$ cat src/rtl/fetch_stage_pkg.sv
// Shared definitions for the RV32I fetch stage: bubble encoding, reset PC
// and the fetch request FSM states.
package fetch_stage_pkg;

  localparam logic [31:0] NOP_INSTR_DEFAULT = 32'h0000_0013;
  localparam logic [31:0] RESET_PC_DEFAULT  = 32'h0000_0000;

  typedef enum logic [1:0] {
    IDLE      = 2'd0,
    WAIT      = 2'd1,
    WAIT_KILL = 2'd2
  } fetch_state_e;

endpackage

$ cat src/rtl/fetch_stage_skid_buffer.sv
// One-entry {instr, pc} holding register that parks a fetch response
// while decode is stalled.
module fetch_skid_buffer
  import fetch_stage_pkg::*;
(
  input  logic        clk,
  input  logic        rst,
  input  logic        load,
  input  logic        clear,
  input  logic [31:0] wr_instr,
  input  logic [31:0] wr_pc,
  output logic        valid,
  output logic [31:0] instr,
  output logic [31:0] pc
);

  // Clear wins over load so a kill can never leave a stale entry behind.
  always_ff @(posedge clk or posedge rst) begin
    if (rst) begin
      valid <= 1'b0;
      instr <= '0;
      pc    <= '0;
    end else if (clear) begin
      valid <= 1'b0;
    end else if (load) begin
      valid <= 1'b1;
      instr <= wr_instr;
      pc    <= wr_pc;
    end
  end

endmodule

$ cat src/rtl/fetch_stage.sv
// RV32I fetch stage: fetch PC, single-outstanding instruction memory
// requests, skid buffer for stalled responses and the IF/ID register.
module fetch_stage
  import fetch_stage_pkg::*;
#(
  parameter logic [31:0] RESET_PC  = RESET_PC_DEFAULT,
  parameter logic [31:0] NOP_INSTR = NOP_INSTR_DEFAULT
) (
  input  logic        clk,
  input  logic        rst,
  output logic        imem_req,
  output logic [31:0] imem_addr,
  input  logic        imem_rvalid,
  input  logic [31:0] imem_rdata,
  input  logic        StallD,
  input  logic        FlushD,
  input  logic        PCSrcE,
  input  logic [31:0] PCTargetE,
  output logic [31:0] InstrD,
  output logic [31:0] PCD,
  output logic [31:0] PCPlus4D,
  output logic        ValidD
);

  fetch_state_e state, state_next;
  logic [31:0]  pc_f, pc_req;
  logic         kill, rsp_live, issue;
  logic         buf_valid, buf_load, buf_clear;
  logic [31:0]  buf_instr, buf_pc;

  assign kill     = PCSrcE | FlushD;
  assign rsp_live = (state == WAIT) && imem_rvalid;

  // A live response under stall goes to the skid buffer, so no new
  // request may be issued in that cycle.
  always_comb begin
    issue = 1'b0;
    if (!rst && (state == IDLE || imem_rvalid) && !kill && !buf_valid
        && !(rsp_live && StallD))
      issue = 1'b1;
  end

  assign imem_req  = issue;
  assign imem_addr = pc_f;

  always_comb begin
    state_next = state;
    if (kill) begin
      if (state != IDLE && !imem_rvalid) state_next = WAIT_KILL;
      else                               state_next = IDLE;
    end else if (issue) begin
      state_next = WAIT;
    end else if (imem_rvalid) begin
      state_next = IDLE;
    end
  end

  always_ff @(posedge clk or posedge rst) begin
    if (rst) state <= IDLE;
    else     state <= state_next;
  end

  always_ff @(posedge clk or posedge rst) begin
    if (rst) begin
      pc_f   <= RESET_PC;
      pc_req <= '0;
    end else if (PCSrcE) begin
      pc_f <= PCTargetE;
    end else if (issue) begin
      pc_req <= pc_f;
      pc_f   <= pc_f + 32'd4;
    end
  end

  assign buf_load  = rsp_live && StallD && !kill;
  assign buf_clear = kill || (buf_valid && !StallD);

  fetch_skid_buffer u_skid (
    .clk      (clk),
    .rst      (rst),
    .load     (buf_load),
    .clear    (buf_clear),
    .wr_instr (imem_rdata),
    .wr_pc    (pc_req),
    .valid    (buf_valid),
    .instr    (buf_instr),
    .pc       (buf_pc)
  );

  // A redirect without flush still discards the buffered and arriving
  // words, since both are younger than the mispredicted path.
  always_ff @(posedge clk or posedge rst) begin
    if (rst) begin
      InstrD   <= NOP_INSTR;
      PCD      <= '0;
      PCPlus4D <= '0;
      ValidD   <= 1'b0;
    end else if (FlushD) begin
      InstrD <= NOP_INSTR;
      ValidD <= 1'b0;
    end else if (StallD) begin
      ValidD <= ValidD;
    end else if (PCSrcE) begin
      InstrD <= NOP_INSTR;
      ValidD <= 1'b0;
    end else if (buf_valid) begin
      InstrD   <= buf_instr;
      PCD      <= buf_pc;
      PCPlus4D <= buf_pc + 32'd4;
      ValidD   <= 1'b1;
    end else if (rsp_live) begin
      InstrD   <= imem_rdata;
      PCD      <= pc_req;
      PCPlus4D <= pc_req + 32'd4;
      ValidD   <= 1'b1;
    end else begin
      InstrD <= NOP_INSTR;
      ValidD <= 1'b0;
    end
  end

endmodule

$ cat config.mk
export PLATFORM = sky130hd
export DESIGN_NAME = fetch_stage
export DESIGN_NICKNAME = d
export VERILOG_FILES = /design/src/rtl/fetch_stage_pkg.sv /design/src/rtl/fetch_stage_skid_buffer.sv /design/src/rtl/fetch_stage.sv
export SDC_FILE = /design/constraint.sdc
export NUM_CORES = 1
export LEC_CHECK = 0
export ABC_AREA = 1
export CORE_MARGIN = 1
export CORE_UTILIZATION = 45
export CTS_CLUSTER_SIZE = 10
export DETAILED_ROUTE_END_ITERATION = 10
export PLACE_DENSITY = 0.73
export SLEW_MARGIN = 20
export SYNTH_ARGS = -nofsm -noshare
export SYNTH_HDL_FRONTEND = slang
export SYNTH_SLANG_ARGS = --single-unit
$ cat constraint.sdc
create_clock -name clk -period 12.7 [get_ports clk]
set_input_delay 2.54 -clock clk [delete_from_list [all_inputs] [get_ports clk]]
set_output_delay 2.54 -clock clk [all_outputs]
set_load 0.05 [all_outputs]
## Yosys cells after proc, flatten, opt, wreduce, memory -nomap -nowiden

Index checks and enable logic that the tools add are counted.
W data, S select, Z words.

- $add $sub $neg: 3
- Multiply operators: 0
- Divide/modulo/power cells: 0
- $lt $le $gt $ge: 0
- Equal/unequal tests: 2
- Shifts and indexed selects: 0
- Mux-type cells: 23
- Bitwise gates (word level): 5
- Reductions and logical operators: 26

Operators by type and width:

| operator | count |
|---|---|
| $mux W32 | 11 |
| $add A32 B3 Y32 const B | 3 |
| $logic_and A1 B1 Y1 | 9 |
| $mux W1 | 8 |
| $mux W2 | 4 |
| $reduce_bool A2 Y1 | 4 |
| $logic_not A1 Y1 | 6 |
| $not A1 Y1 | 4 |
| $reduce_and A2 Y1 | 2 |
| $reduce_and A4 Y1 | 1 |
| $reduce_bool A3 Y1 | 1 |
| $eq A2 B1 Y1 const B | 1 |
| $logic_not A2 Y1 | 1 |
| $logic_or A1 B1 Y1 | 2 |
| $ne A2 B1 Y1 const B | 1 |
| $or A1 B1 Y1 | 1 |

- Register bits: 228
- Latch bits: 0
- RAM bits: 0
- ROM bits: 0
- Bits of input ports: 70
- Output and inout port bits: 130
- Logic and storage cells: 69
- Memories kept: 0

## Depth between registers and ports, before layout

- Word-level depth: 9
- Gate-level depth with buffers: 13
- Depth with buffers taken out: 12

## Modules after synthesis

Synthesis repeated with hierarchy kept, for this count alone.

- Cell total of the unflattened synthesis: 1432
- Area total of the unflattened synthesis: 11139.4 um2

By module, submodules not included:

| module | instances | cells each | area each (um2) | seq. area each (um2) |
|---|---|---|---|---|
| fetch_stage | 1 | 1149 | 8526.9 | 4032.6 |
| fetch_skid_buffer | 1 | 283 | 2612.5 | 1626.6 |

## Worst setup path before layout

OpenSTA, ideal clock, no wires.

- Path type: input port to output port
- Start point: in rst
- End point: out imem_req
- Arrival time: 8.462 ns
- Required time: 10.160 ns
- Setup slack: 1.698 ns
- Cell stages on the path: 4
- Buffers on the path: 1
- Path through: inv_1 > nand3_1 > nor2_1 > buf_2

- Word-level cells in the longest chain between the ends: 6

Ends and longest elaborated chain:

| item | RTL line | source |
|---|---|---|
| from (decl) | fetch_stage.sv:10 | `input logic rst,` |
| $logic_not A1 Y1 (no source line) | - |  |
| $logic_and A1 B1 Y1 (3 in a row) | fetch_stage.sv:38 | `if (!rst && (state == IDLE \|\| imem_rvalid) && !kill && !buf_valid` |
| $logic_and A1 B1 Y1 | fetch_stage.sv:39 | `&& !(rsp_live && StallD))` |
| $mux W1 | fetch_stage.sv:38 |  |
| to (decl) | fetch_stage.sv:11 | `output logic imem_req,` |

Every way passes these cells.

## Worst setup path after layout

Same ends and word-level chain as after synthesis.

==> results by group <==
CTS
  • Post-CTS Setup Repair Bufs: 0
  • Clock Tree Root: clkbuf_16
  • CTS tree: built
  • Latest clock arrival within the worst-skew pair: 0.52 ns
  • Clk slew on worst S/H paths: 0.05 ns
  • Clock sink count: 226
  • Htree depth: 1
  • Clk buf depth: 3
  • CTS resizes: 0
  • Cts hold-fix bufs: 0
  • CTS buffer count: 26

Floorplan
  • Die W: 157 microns
  • Die height: 157 microns
  • DIE AREA: 24500 sq um
  • # rows: 56
  • Core area: 23500 sq um
  • # IOs: 200
  • Initial core utilization: 45.8%

Worst setup path
  • CP max stage delay: 0.90 ns
  • CP max stage cell: clkdlybuf4s50_1
  • CP Data Arrival Time: 5.47 ns
  • Worst Setup Path Type: in2out
  • Critical Path, Cell by Cell: clkdlybuf4s50_1, inv_8, nand3_1, nor2_4, buf_4, clkdlybuf4s50_1
  • CP Buf/Inv Count: 4
  • Crit path required time: 10.16 ns
  • Critical path launch point type: input pin
  • Critical Path End Type: output port
  • CP most frequent cell: clkdlybuf4s50_1
  • Crit path max-delay family: buffers and inverters
  • Crit path launch: rst
  • Maximum fanout along the worst path: 125
  • Worst reg2reg startpoint: u_skid.valid

Final layout
  • Synthesis-to-finish area growth: 27.4%
  • Layout cell share with drive strength beyond 1: 5.01%
  • Final cell count without fillers: 1877
  • Fin area: 13700 sq um
  • Post-layout nets: 1618
  • Final core occ: 58.3%
  • Ant diodes: 0

Logic synthesis
  • Async SR Flop Fraction: 100%
  • Syn_nets: 1443
  • Synth Warn #: 0
  • Ys flop type: dfrtp_1
  • Post-synthesis area per instance: 7.84 sq um
  • Mapped Cells: 1371
  • Flop and latch count out of synthesis: 226
  • Synth cell types: 35
  • Post-synth EDFFs: 0
  • Synthesized area: 10700 sq um
  • Sequential area share after synthesis: 52.7%

Placement
  • DP HPWL: 18800 microns
  • Port Buffers: 199
  • Routability cong.: 0.897
  • Placed Area: 13000 sq um
  • Inst Count DP: 1837

Global routing
  • First-pass GRT wire length: 44900 microns
  • Largest net degree at the start of global routing: 126
  • Initial antenna violation count: 0
  • Grt ovf: 0
  • Vias in the first global route: 8941
  • All-Layer GR Usage: 22.9%

STA
  • Setup TNS: 0 ns
  • Crit path time final: 8.01 ns
  • RSZ-0062 raised after global routing: no
  • Worst Tran Pin Value: 1.02 ns
  • Hold Fails Final Rpt: 0
  • Fmax: 125 MHz
  • Worst hold margin: 0.475 ns
  • Clock skew: 0.00923 ns
  • Fin. max-slew vios: 0
  • Final worst-path cycle share: 63.1%
  • Finish-stage setup viols: 0
  • Slew margin rel.: 31.8%

Worst hold path
  • Min-delay worst type: reg2reg
  • Min-delay src: PCD[22]

Power and ir drop
  • Maximum VDD drop: 0.0733 mV
  • Sw Pwr: 725 uW
  • Lkg Pwr: 6.51 nW
  • Internal Power: 1.40 mW
  • Clock power share: 31.1%
  • Pwr Density: 155 nW/um^2
  • Sw Ratio: 34.2%
  • Comb power frac: 26.2%
  • Reg power frac: 42.6%

Detailed routing
  • Vias: 9483
  • WL/cell: 14.6 microns
  • DRT iter0 DRCs: 566
  • Pre-antenna DRT Iters: 6
  • ANT nets after route: 0
  • WL final: 27400 microns
  • Post-route DRC violation count: 0
  • Vias/cell: 5.05

Flow run
  • Max-cap violations: 0

Status
  • Outcome: finished clean
==> path summary, 6_finish.rpt <==
| kind | cells after the start | endpoint | slack [ns] |
|---|---|---|---|
| worst min-delay path | 2 | PCD[22] | 0.48 |
| max in group asynchronous | 3 | u_skid.pc[11] | 8.81 |
| min in group asynchronous | 2 | pc_req[1] | 2.61 |
| worst max register to register | 8 | PCPlus4D[28] | 9.77 |
| worst min register to register | 2 | PCD[22] | 0.48 |
| worst max-delay path | 6 | imem_req | 4.69 |
==> cell usage after synthesis (all sizes together) (6+ instances only) <==
master  count  share of area (%)
nand4       6               0.35
buf        34                1.7
nor2      132                5.1
inv       135                4.7
o211ai      6               0.42
nand3b      8               0.56
mux2       11                1.2
nor3       12               0.56
o21ai     165                7.7
nand3      69                3.2
clkbuf     28               0.98
dfrtp     223                 52
nand2     455                 16
xor2       15                1.2
a21oi      50                2.3
==> stage by stage <==
| stage | setup WS (ns) | total power [mW] |
|---|---|---|
| after CTS | 4.64 | 2.13 |
| after global placement | 4.65 | 1.46 |
| after global routing | 4.42 | 2.22 |
| after floorplan | 1.70 | 1.27 |
| final | 4.69 | 2.12 |
| after detailed placement | 4.65 | 1.47 |
==> cells by family after synthesis <==
| group | Yosys count | share of synthesized area (%) |
|---|---|---|
| simple gates | 689 | 26.2 |
| compound gates | 230 | 11.0 |
| flops | 226 | 52.7 |
| buf+inv | 197 | 7.39 |
| xor+xnor | 16 | 1.30 |
| mux | 11 | 1.15 |
| fa+ha+maj | 2 | 0.233 |
==> sequential cells by signal (all words and copies together) (netlist names) <==
register and flops:
InstrD 32, PCD 32, PCPlus4D 30, ValidD 1, imem_addr 32, pc_req 32
state 2, u_skid.instr 32, u_skid.pc 32, u_skid.valid 1
==> tightest hold or removal path: cells and delay by family, from the launching register on <==
family / cells / cell delay, ns
flops: 1 / 0.34
simple gates: 2 / 0.10
==> placed cells by master (no fill, tap or decap), types with 3 or more instances in the layout <==
cell / count
clkbuf_16: 27
o21ai_1: 6
xor2_1: 15
nor2_1: 118
buf_4: 10
clkbuf_1: 13
nor3_1: 12
dfstp_2: 3
nand2_2: 4
nand2_1: 449
o21ai_0: 159
clkdlybuf4s50_1: 199
nand4_1: 6
nor2_2: 8
nor2_4: 6
nand3_1: 68
a21oi_1: 50
dfrtp_1: 222
o211ai_1: 6
and2_1: 3
nand3b_1: 8
a22oi_1: 3
inv_1: 132
mux2_2: 11
==> power by group through the flow <==
stage / Combinational, mW / Sequential (mW) / Clock (mW)
CTS: 0.559 / 0.903 / 0.671
floorplan: 0.193 / 1.07 / 0
detailed placement: 0.557 / 0.915 / 0
global route: 0.605 / 0.918 / 0.701
finish: 0.556 / 0.904 / 0.660
global placement: 0.546 / 0.911 / 0
==> cell type report <==
cell class,count,area [sq um]
Fill cell,2129,9780
Sequential cell,226,5660
Multi-Input combinational cell,948,4330
Timing Repair Buffer,209,2070
Clock buffer,40,724
Inverter,135,514
Tap cell,319,399
==> per-layer routing <==
| metal | share of wire [%] | GRT usage (%) | routed length (microns) | vias to the layer above |
|---|---|---|---|---|
| li1 | - | - | - | 4681 |
| met1 | 47 | 34.1 | 13000 | 4422 |
| met2 | 44 | 34.7 | 12100 | 326 |
| met5 | 0 | 0 | 0 | - |
| met4 | 2.4 | 7.14 | 663 | 0 |
| met3 | 6.0 | 2.74 | 1650 | 54 |
Note: power is estimated with default switching activity, not from simulation.
